<file path="src/rtl/io_stage.sv">
// io_stage: memory-response stage between EX and WB.
// Holds one instruction, waits for load data, aligns it and forwards to WB.
//
// Ports
//   clock                  single clock, all state on posedge
//   reset                  asynchronous, active-low
//   ex_to_io_bus   [121:0] {valid, pc[31:0], final_result[31:0], mem_read,
//                           request_issued, load_type[2:0], address_low[1:0],
//                           rt_data[31:0], rf_we, rf_waddr[4:0],
//                           rf_wstrb[3:0], cp0[7:0]}
//   io_allow_in            stage can accept ex_to_io_bus this cycle
//   ex_request_in_flight   EX holds an issued, unforwarded request
//   wb_allow_in            WB accepts io_to_wb_bus
//   flush                  WB exception/eret commit, kills IO contents
//   data_sram_data_ok      load response pulse, in request order
//   data_sram_rdata [31:0] load response data
//   io_to_wb_bus   [114:0] {valid, pc, result, rt_data, rf_we, rf_waddr,
//                           rf_wstrb, cp0}
//   io_to_id_back_pass_bus [42:0]
//                          {valid, blocking, write_register[4:0],
//                           write_strobe[3:0], write_data[31:0]}
//   io_cancel_pending      responses still owed to killed instructions
//
// load_type: 0 LB, 1 LBU, 2 LH, 3 LHU, 4 LW, 5 LWL, 6 LWR.

module io_stage #(
    parameter int CANCEL_WIDTH = 2
) (
    input  logic         clock,
    input  logic         reset,
    input  logic [121:0] ex_to_io_bus,
    output logic         io_allow_in,
    input  logic         ex_request_in_flight,
    input  logic         wb_allow_in,
    input  logic         flush,
    input  logic         data_sram_data_ok,
    input  logic [31:0]  data_sram_rdata,
    output logic [114:0] io_to_wb_bus,
    output logic [42:0]  io_to_id_back_pass_bus,
    output logic         io_cancel_pending
);

    localparam logic [2:0] LT_LB  = 3'd0;
    localparam logic [2:0] LT_LBU = 3'd1;
    localparam logic [2:0] LT_LH  = 3'd2;
    localparam logic [2:0] LT_LHU = 3'd3;
    localparam logic [2:0] LT_LW  = 3'd4;
    localparam logic [2:0] LT_LWL = 3'd5;
    localparam logic [2:0] LT_LWR = 3'd6;

    typedef enum logic [1:0] {
        IDLE,
        WAIT,
        READY
    } state_t;

    state_t                  state;
    logic                    io_valid;
    logic [120:0]            from_ex;
    logic [31:0]             rbuf;
    logic                    rbuf_valid;
    logic [CANCEL_WIDTH-1:0] cancel;

    logic [31:0] f_pc;
    logic [31:0] f_result;
    logic        f_mem_read;
    logic        f_req;
    logic [2:0]  f_load_type;
    logic [1:0]  f_addr_low;
    logic [31:0] f_rt_data;
    logic        f_rf_we;
    logic [4:0]  f_rf_waddr;
    logic [3:0]  f_rf_wstrb;
    logic [7:0]  f_cp0;

    assign {f_pc, f_result, f_mem_read, f_req, f_load_type, f_addr_low,
            f_rt_data, f_rf_we, f_rf_waddr, f_rf_wstrb, f_cp0} = from_ex;

    logic in_valid;
    logic in_need;
    assign in_valid = ex_to_io_bus[121];
    assign in_need  = ex_to_io_bus[56] && ex_to_io_bus[55];

    logic need_resp;
    logic resp_ok;
    logic resp_hit;
    logic io_ready_go;
    logic wb_valid;

    // A response belongs to us only when no killed request is still owed.
    assign resp_ok     = data_sram_data_ok && (cancel == '0);
    assign need_resp   = io_valid && f_mem_read && f_req;
    assign resp_hit    = (state == WAIT) && resp_ok;
    assign io_ready_go = !need_resp || rbuf_valid || resp_hit;
    assign io_allow_in = !io_valid || (io_ready_go && wb_allow_in);
    assign wb_valid    = io_valid && io_ready_go && !flush;

    // Discard counter: on flush, our own outstanding request and any
    // request EX already issued become responses to drop.
    logic [CANCEL_WIDTH-1:0] cancel_inc;
    logic [CANCEL_WIDTH-1:0] cancel_dec;
    logic [CANCEL_WIDTH:0]   cancel_sum;
    logic [CANCEL_WIDTH-1:0] cancel_nxt;

    always_comb begin
        cancel_inc = '0;
        if (flush) begin
            cancel_inc = CANCEL_WIDTH'(ex_request_in_flight)
                       + CANCEL_WIDTH'((state == WAIT) && !resp_ok);
        end
        cancel_dec = CANCEL_WIDTH'(data_sram_data_ok && (cancel != '0));
        cancel_sum = {1'b0, cancel} + {1'b0, cancel_inc}
                   - {1'b0, cancel_dec};
        cancel_nxt = cancel_sum[CANCEL_WIDTH-1:0];
    end

    always_ff @(posedge clock or negedge reset) begin
        if (!reset) begin
            state      <= IDLE;
            io_valid   <= 1'b0;
            from_ex    <= '0;
            rbuf       <= '0;
            rbuf_valid <= 1'b0;
            cancel     <= '0;
        end else begin
            cancel <= cancel_nxt;
            if (flush) begin
                io_valid   <= 1'b0;
                rbuf_valid <= 1'b0;
                state      <= IDLE;
            end else if (io_allow_in) begin
                io_valid   <= in_valid;
                rbuf_valid <= 1'b0;
                if (in_valid) begin
                    from_ex <= ex_to_io_bus[120:0];
                end
                state <= (in_valid && in_need) ? WAIT : IDLE;
            end else if (resp_hit) begin
                // WB stalled: park the response until it is taken.
                rbuf       <= data_sram_rdata;
                rbuf_valid <= 1'b1;
                state      <= READY;
            end
        end
    end

    always_ff @(posedge clock) begin
        if (reset) begin
            assert (!(io_allow_in && in_valid && in_need &&
                      cancel != '0 && !flush));
            assert (cancel_sum <= (CANCEL_WIDTH + 1)'(2));
        end
    end

    logic [31:0] load_data;
    logic [7:0]  byte_sel;
    logic [15:0] half_sel;
    logic [31:0] load_res;
    logic [3:0]  load_strb;
    logic [31:0] res;
    logic [3:0]  strb;

    assign load_data = rbuf_valid ? rbuf : data_sram_rdata;

    always_comb begin
        byte_sel  = 8'(load_data >> {f_addr_low, 3'b000});
        half_sel  = f_addr_low[1] ? load_data[31:16] : load_data[15:0];
        load_res  = load_data;
        load_strb = 4'hF;
        unique case (f_load_type)
            LT_LB:  load_res = {{24{byte_sel[7]}}, byte_sel};
            LT_LBU: load_res = {24'b0, byte_sel};
            LT_LH:  load_res = {{16{half_sel[15]}}, half_sel};
            LT_LHU: load_res = {16'b0, half_sel};
            LT_LW:  load_res = load_data;
            LT_LWL: begin
                load_res  = load_data << {~f_addr_low, 3'b000};
                load_strb = 4'hF << ~f_addr_low;
            end
            LT_LWR: begin
                load_res  = load_data >> {f_addr_low, 3'b000};
                load_strb = 4'hF >> f_addr_low;
            end
            default: load_res = load_data;
        endcase
        res  = f_mem_read ? load_res  : f_result;
        strb = f_mem_read ? load_strb : f_rf_wstrb;
    end

    assign io_to_wb_bus = {wb_valid, f_pc, res, f_rt_data, f_rf_we,
                           f_rf_waddr, strb, f_cp0};

    assign io_to_id_back_pass_bus = {io_valid && f_rf_we,
                                     need_resp && !io_ready_go,
                                     f_rf_waddr, strb, res};

    assign io_cancel_pending = (cancel != '0);

endmodule

</file>
<file path="config.mk">
export PLATFORM = sky130hd
export DESIGN_NAME = io_stage
export DESIGN_NICKNAME = d
export VERILOG_FILES = /design/src/rtl/io_stage.sv
export SDC_FILE = /design/constraint.sdc
export NUM_CORES = 1
export LEC_CHECK = 0
export CORE_ASPECT_RATIO = 1.2
export CORE_UTILIZATION = 35
export CTS_BUF_LIST = sky130_fd_sc_hd__clkbuf_4 sky130_fd_sc_hd__clkbuf_8
export CTS_CLUSTER_SIZE = 40
export DETAILED_ROUTE_END_ITERATION = 16
export DONT_BUFFER_PORTS = 1
export GPL_TIMING_DRIVEN = 0
export PLACE_DENSITY = 0.57
export SYNTH_ARGS = -nofsm -noshare
export SYNTH_HDL_FRONTEND = slang
export SYNTH_SLANG_ARGS = --single-unit
</file>
<file path="constraint.sdc">
create_clock -name clock -period 3.9 [get_ports clock]
set_input_delay 0.195 -clock clock [delete_from_list [all_inputs] [get_ports clock]]
set_output_delay 0.195 -clock clock [all_outputs]
set_load 0.02 [all_outputs]
</file>
==> impl_metrics.yaml <==
logic_synthesis:
  yosys-mux-area-fraction_pct: 29.9
  synth_xor_area_share_pct: 0.449
  synth.largest_area_cell: "dfrtp_1"
  synth_simple_gate_area_share_pct: 5.97
  yosysSeqAreaShare_pct: 40.5
  synth.net_count: 1029
  ys.flop_type: "dfrtp_1"
  synth_top_family_by_area: "multiplexers"
  synthAdderAreaFrac_pct: 0.384
  ys_ff_latch: 158
  yosysWarnings: 0
  synthArstFlopShare_pct: 100
  synth-edff-count: 0
  synth_compound_area_share_pct: 10.1
  syn_area_sq_mm: 0.00976
  synth.area.top_cells: "dfrtp_1 40%, mux2_2 19%, buf_4 11%"
  yosysTopAreaCellShare_pct: 40.5
  synthCells: 866
  syn-mean-instance-area_sq_um: 11.3
  synth_cell_type_count: 55
global_routing:
  grtUsageMet3_pct: 6.20
  busiest_layer: "met2"
  antenna_found_initial: 3
  gr-total-overflow: 0
  grt_start_max_net_pins: 159
  grt_pass1_vias: 8435
  grt_first_pass_wirelength_microns: 52400
  grt_use_total_pct: 25.0
  globalRouteMet1Util_pct: 29.7
  use_met2_pct: 42.3
critical_path:
  path_cells: "buf_2 > nand3b_1 > o21ai_0 > inv_1 > o221a_2 > a21oi_1 > buf_4"
  end_kind: "primary output"
  cp_data_required_time_ns: 3.70
  crit_path_start_kind: "register"
  path_class: "reg -> out"
  cp_max_fo: 10
  crit_arrival_ns: 3.64
  slowest_delay_ns: 0.60
  slowest_stage: "a21oi_1"
flow_run:
  cap_violations: 0
detailed_routing:
  dr.first_iter.drc_count: 573
  post_drt_wl_per_cell_microns: 25.4
  num_vias: 7813
  wl_microns: 35500
  antenna_left: 0
  drc: 0
  via_per_inst: 5.58
  drtPass1Iterations: 5
floorplan:
  dieWidth_microns: 154
  die_height_microns: 185
  num_rows: 66
  core_sq_mm: 0.0273
  io_pins: 320
  start_util_pct: 35.8
  die-area_sq_mm: 0.0286
power_and_ir_drop:
  p_per_area_mw_per_mm2: 497
  cellLeakagePower_nw: 5.19
  vdd_drop_max_mv: 0.259
  power.total_mw: 6.07
finish:
  finalNetCount: 1207
  multi_input_area_sq_mm: 0.00458
  fillers: 2572
  fin_cells: 1399
  seqCellArea_sq_mm: 0.00395
  layout-drive-gt1-share_pct: 36.9
  area_delta_synth_final_pct: 25.2
worst_hold_path:
  hold_path.class: "in -> reg"
timing:
  fmax_mhz: 261
  whs_ns: 0.0323
  setup_viol: 0
  finalHoldViolations: 0
  relSlewSlack_pct: 23.6
  period_share_pct: 98.2
  tightest_slew_ns: 1.13
  finalSetupTns_ns: 0
  clock_skew_ns: 0.0155
  final.min_clock_period_ns: 3.83
  maxSlewViolCount: 0
  rsz0062_at_grt: "no"
placement:
  dp.cells: 1206
  hpwl_microns: 25300
  io_buffers: 0
  place.gp.congestion: 0.963
status:
  outcome: "complete, no violations"
clock_tree:
  path_clk_slew_ns: 0.09
  clk_path_buf_depth: 2
  clock_latency_ns: 0.47
  clock-sinks: 158
  cts_inserted_buffers: 17
  ctsRootBufferMaster: "clkbuf_8"
  cts_tree: "yes"
  htree_num_levels: 4
[metrics by stage]
step / util [%] / cell area [sq um] / worst slack [ns]
final: 44.9 / 12200 / 0.0690
after global routing: 44.9 / 12200 / 0.0173
after CTS: 44.8 / 12200 / 0.0104
after detailed placement: 37.4 / 10200 / 0.542
after global placement: 37.4 / 10200 / 0.513
after floorplan: - / 9760 / 1.50
[what timing repair did]
item | in CTS | in global routing
gates resized for setup | 0 | 3
hold endpoints to repair | 315 | 0
setup endpoints to repair | 0 | 7
buffers inserted | 0 | 0
hold buffers | 159 | 0
[layout make-up]
| class | instances | area share (%) |
|---|---|---|
| diodes | 3 | 0.0614 |
| repair buffers | 159 | 13.2 |
| flip-flops and latches | 158 | 32.3 |
| well taps | 340 | 3.48 |
| clock inverters | 14 | 1.41 |
| plain buffers | 173 | 9.75 |
| clock buffers | 17 | 1.91 |
| multi-input cells | 523 | 37.5 |
| inverters | 12 | 0.368 |
[per-layer routing]
metal	share of wire, %	wire length [microns]	vias up
li1	-	-	3410
met3	7.6	2690	85
met5	0	0	-
met1	40	14200	3872
met4	4.3	1510	0
met2	48	17100	446
[registers in the layout, indices dropped and copies added, names as in the netlist]
| name | count |
|---|---|
| rbuf | 32 |
| cancel | 2 |
| io_valid | 1 |
| state | 2 |
| from_ex | 121 |
[where the power goes]
group / total, mW / internal (mW) / leakage, nW / switching [mW]
Combinational: 2.68 / 1.06 / 3.05 / 1.61
Sequential: 2.08 / 1.90 / 1.93 / 0.180
Clock: 1.32 / 0.591 / 0.205 / 0.731
Total: 6.07 / 3.55 / 5.19 / 2.52
[critical path: cells and delay by family, from the launching register on]
family | cells | cell delay, ns
compound gates | 3 | 1.56
simple gates | 1 | 0.33
buf+inv | 3 | 0.84
flops | 1 | 0.44
[Yosys cell counts, drive strengths merged (3+ instances only)]
library cell  number
o311a              3
mux4               9
nand3             21
nor2              37
clkbuf            17
inv               12
a22oi              3
o21ai             28
buf              156
o221a             10
a31oi              3
o211ai             5
ha                 3
mux2i             67
o31a               3
a21oi             19
dfrtp            158
a211o              3
o2bb2ai            3
xnor2              4
nand2             29
mux2             182
or2                4
a211oi             8
and2               3
nand2b             9
nor3               5
o22ai             25
nor2b              6
a221oi             6
a32oi              5
o221ai             3
[path summary, 6_finish.rpt]
kind                             start               end  slack [ns]  cells past startpoint
setup / recovery           from_ex[53]  io_to_wb_bus[55]        0.07                      7
hold / removal             wb_allow_in           rbuf[0]        0.03                      2
setup reg to reg             cancel[1]       from_ex[35]        1.06                      7
hold reg to reg            from_ex[89]       from_ex[89]        0.49                      1
max in group asynchronous        reset      from_ex[109]        2.89                      2
min in group asynchronous        reset           rbuf[8]        0.41                      2
[cell usage in the layout, fill, tap and decap left out, drive strengths merged, types with 4 or more instances in the layout]
cell,n
o22ai,25
buf,157
inv,20
o221a,10
a21oi,19
a211oi,8
o211ai,5
clkbuf,34
nand3,21
dfrtp,158
mux2,182
a221oi,6
o21ai,28
mux2i,67
nor3,5
nor2b,6
nor2,37
dlygate4sd3,158
xnor2,4
mux4,9
nand2,29
nand2b,9
a32oi,5
or2,4
[kinds of logic after synthesis]
logic type	Yosys count
multiplexers	258
XOR/XNOR	5
adder cells (fa/ha/maj)	3
buffers and inverters	185
AO/OA/AOI/OAI	136
flip-flops	158
AND/OR/NAND/NOR	121
Power figures use the tool's default switching activity.
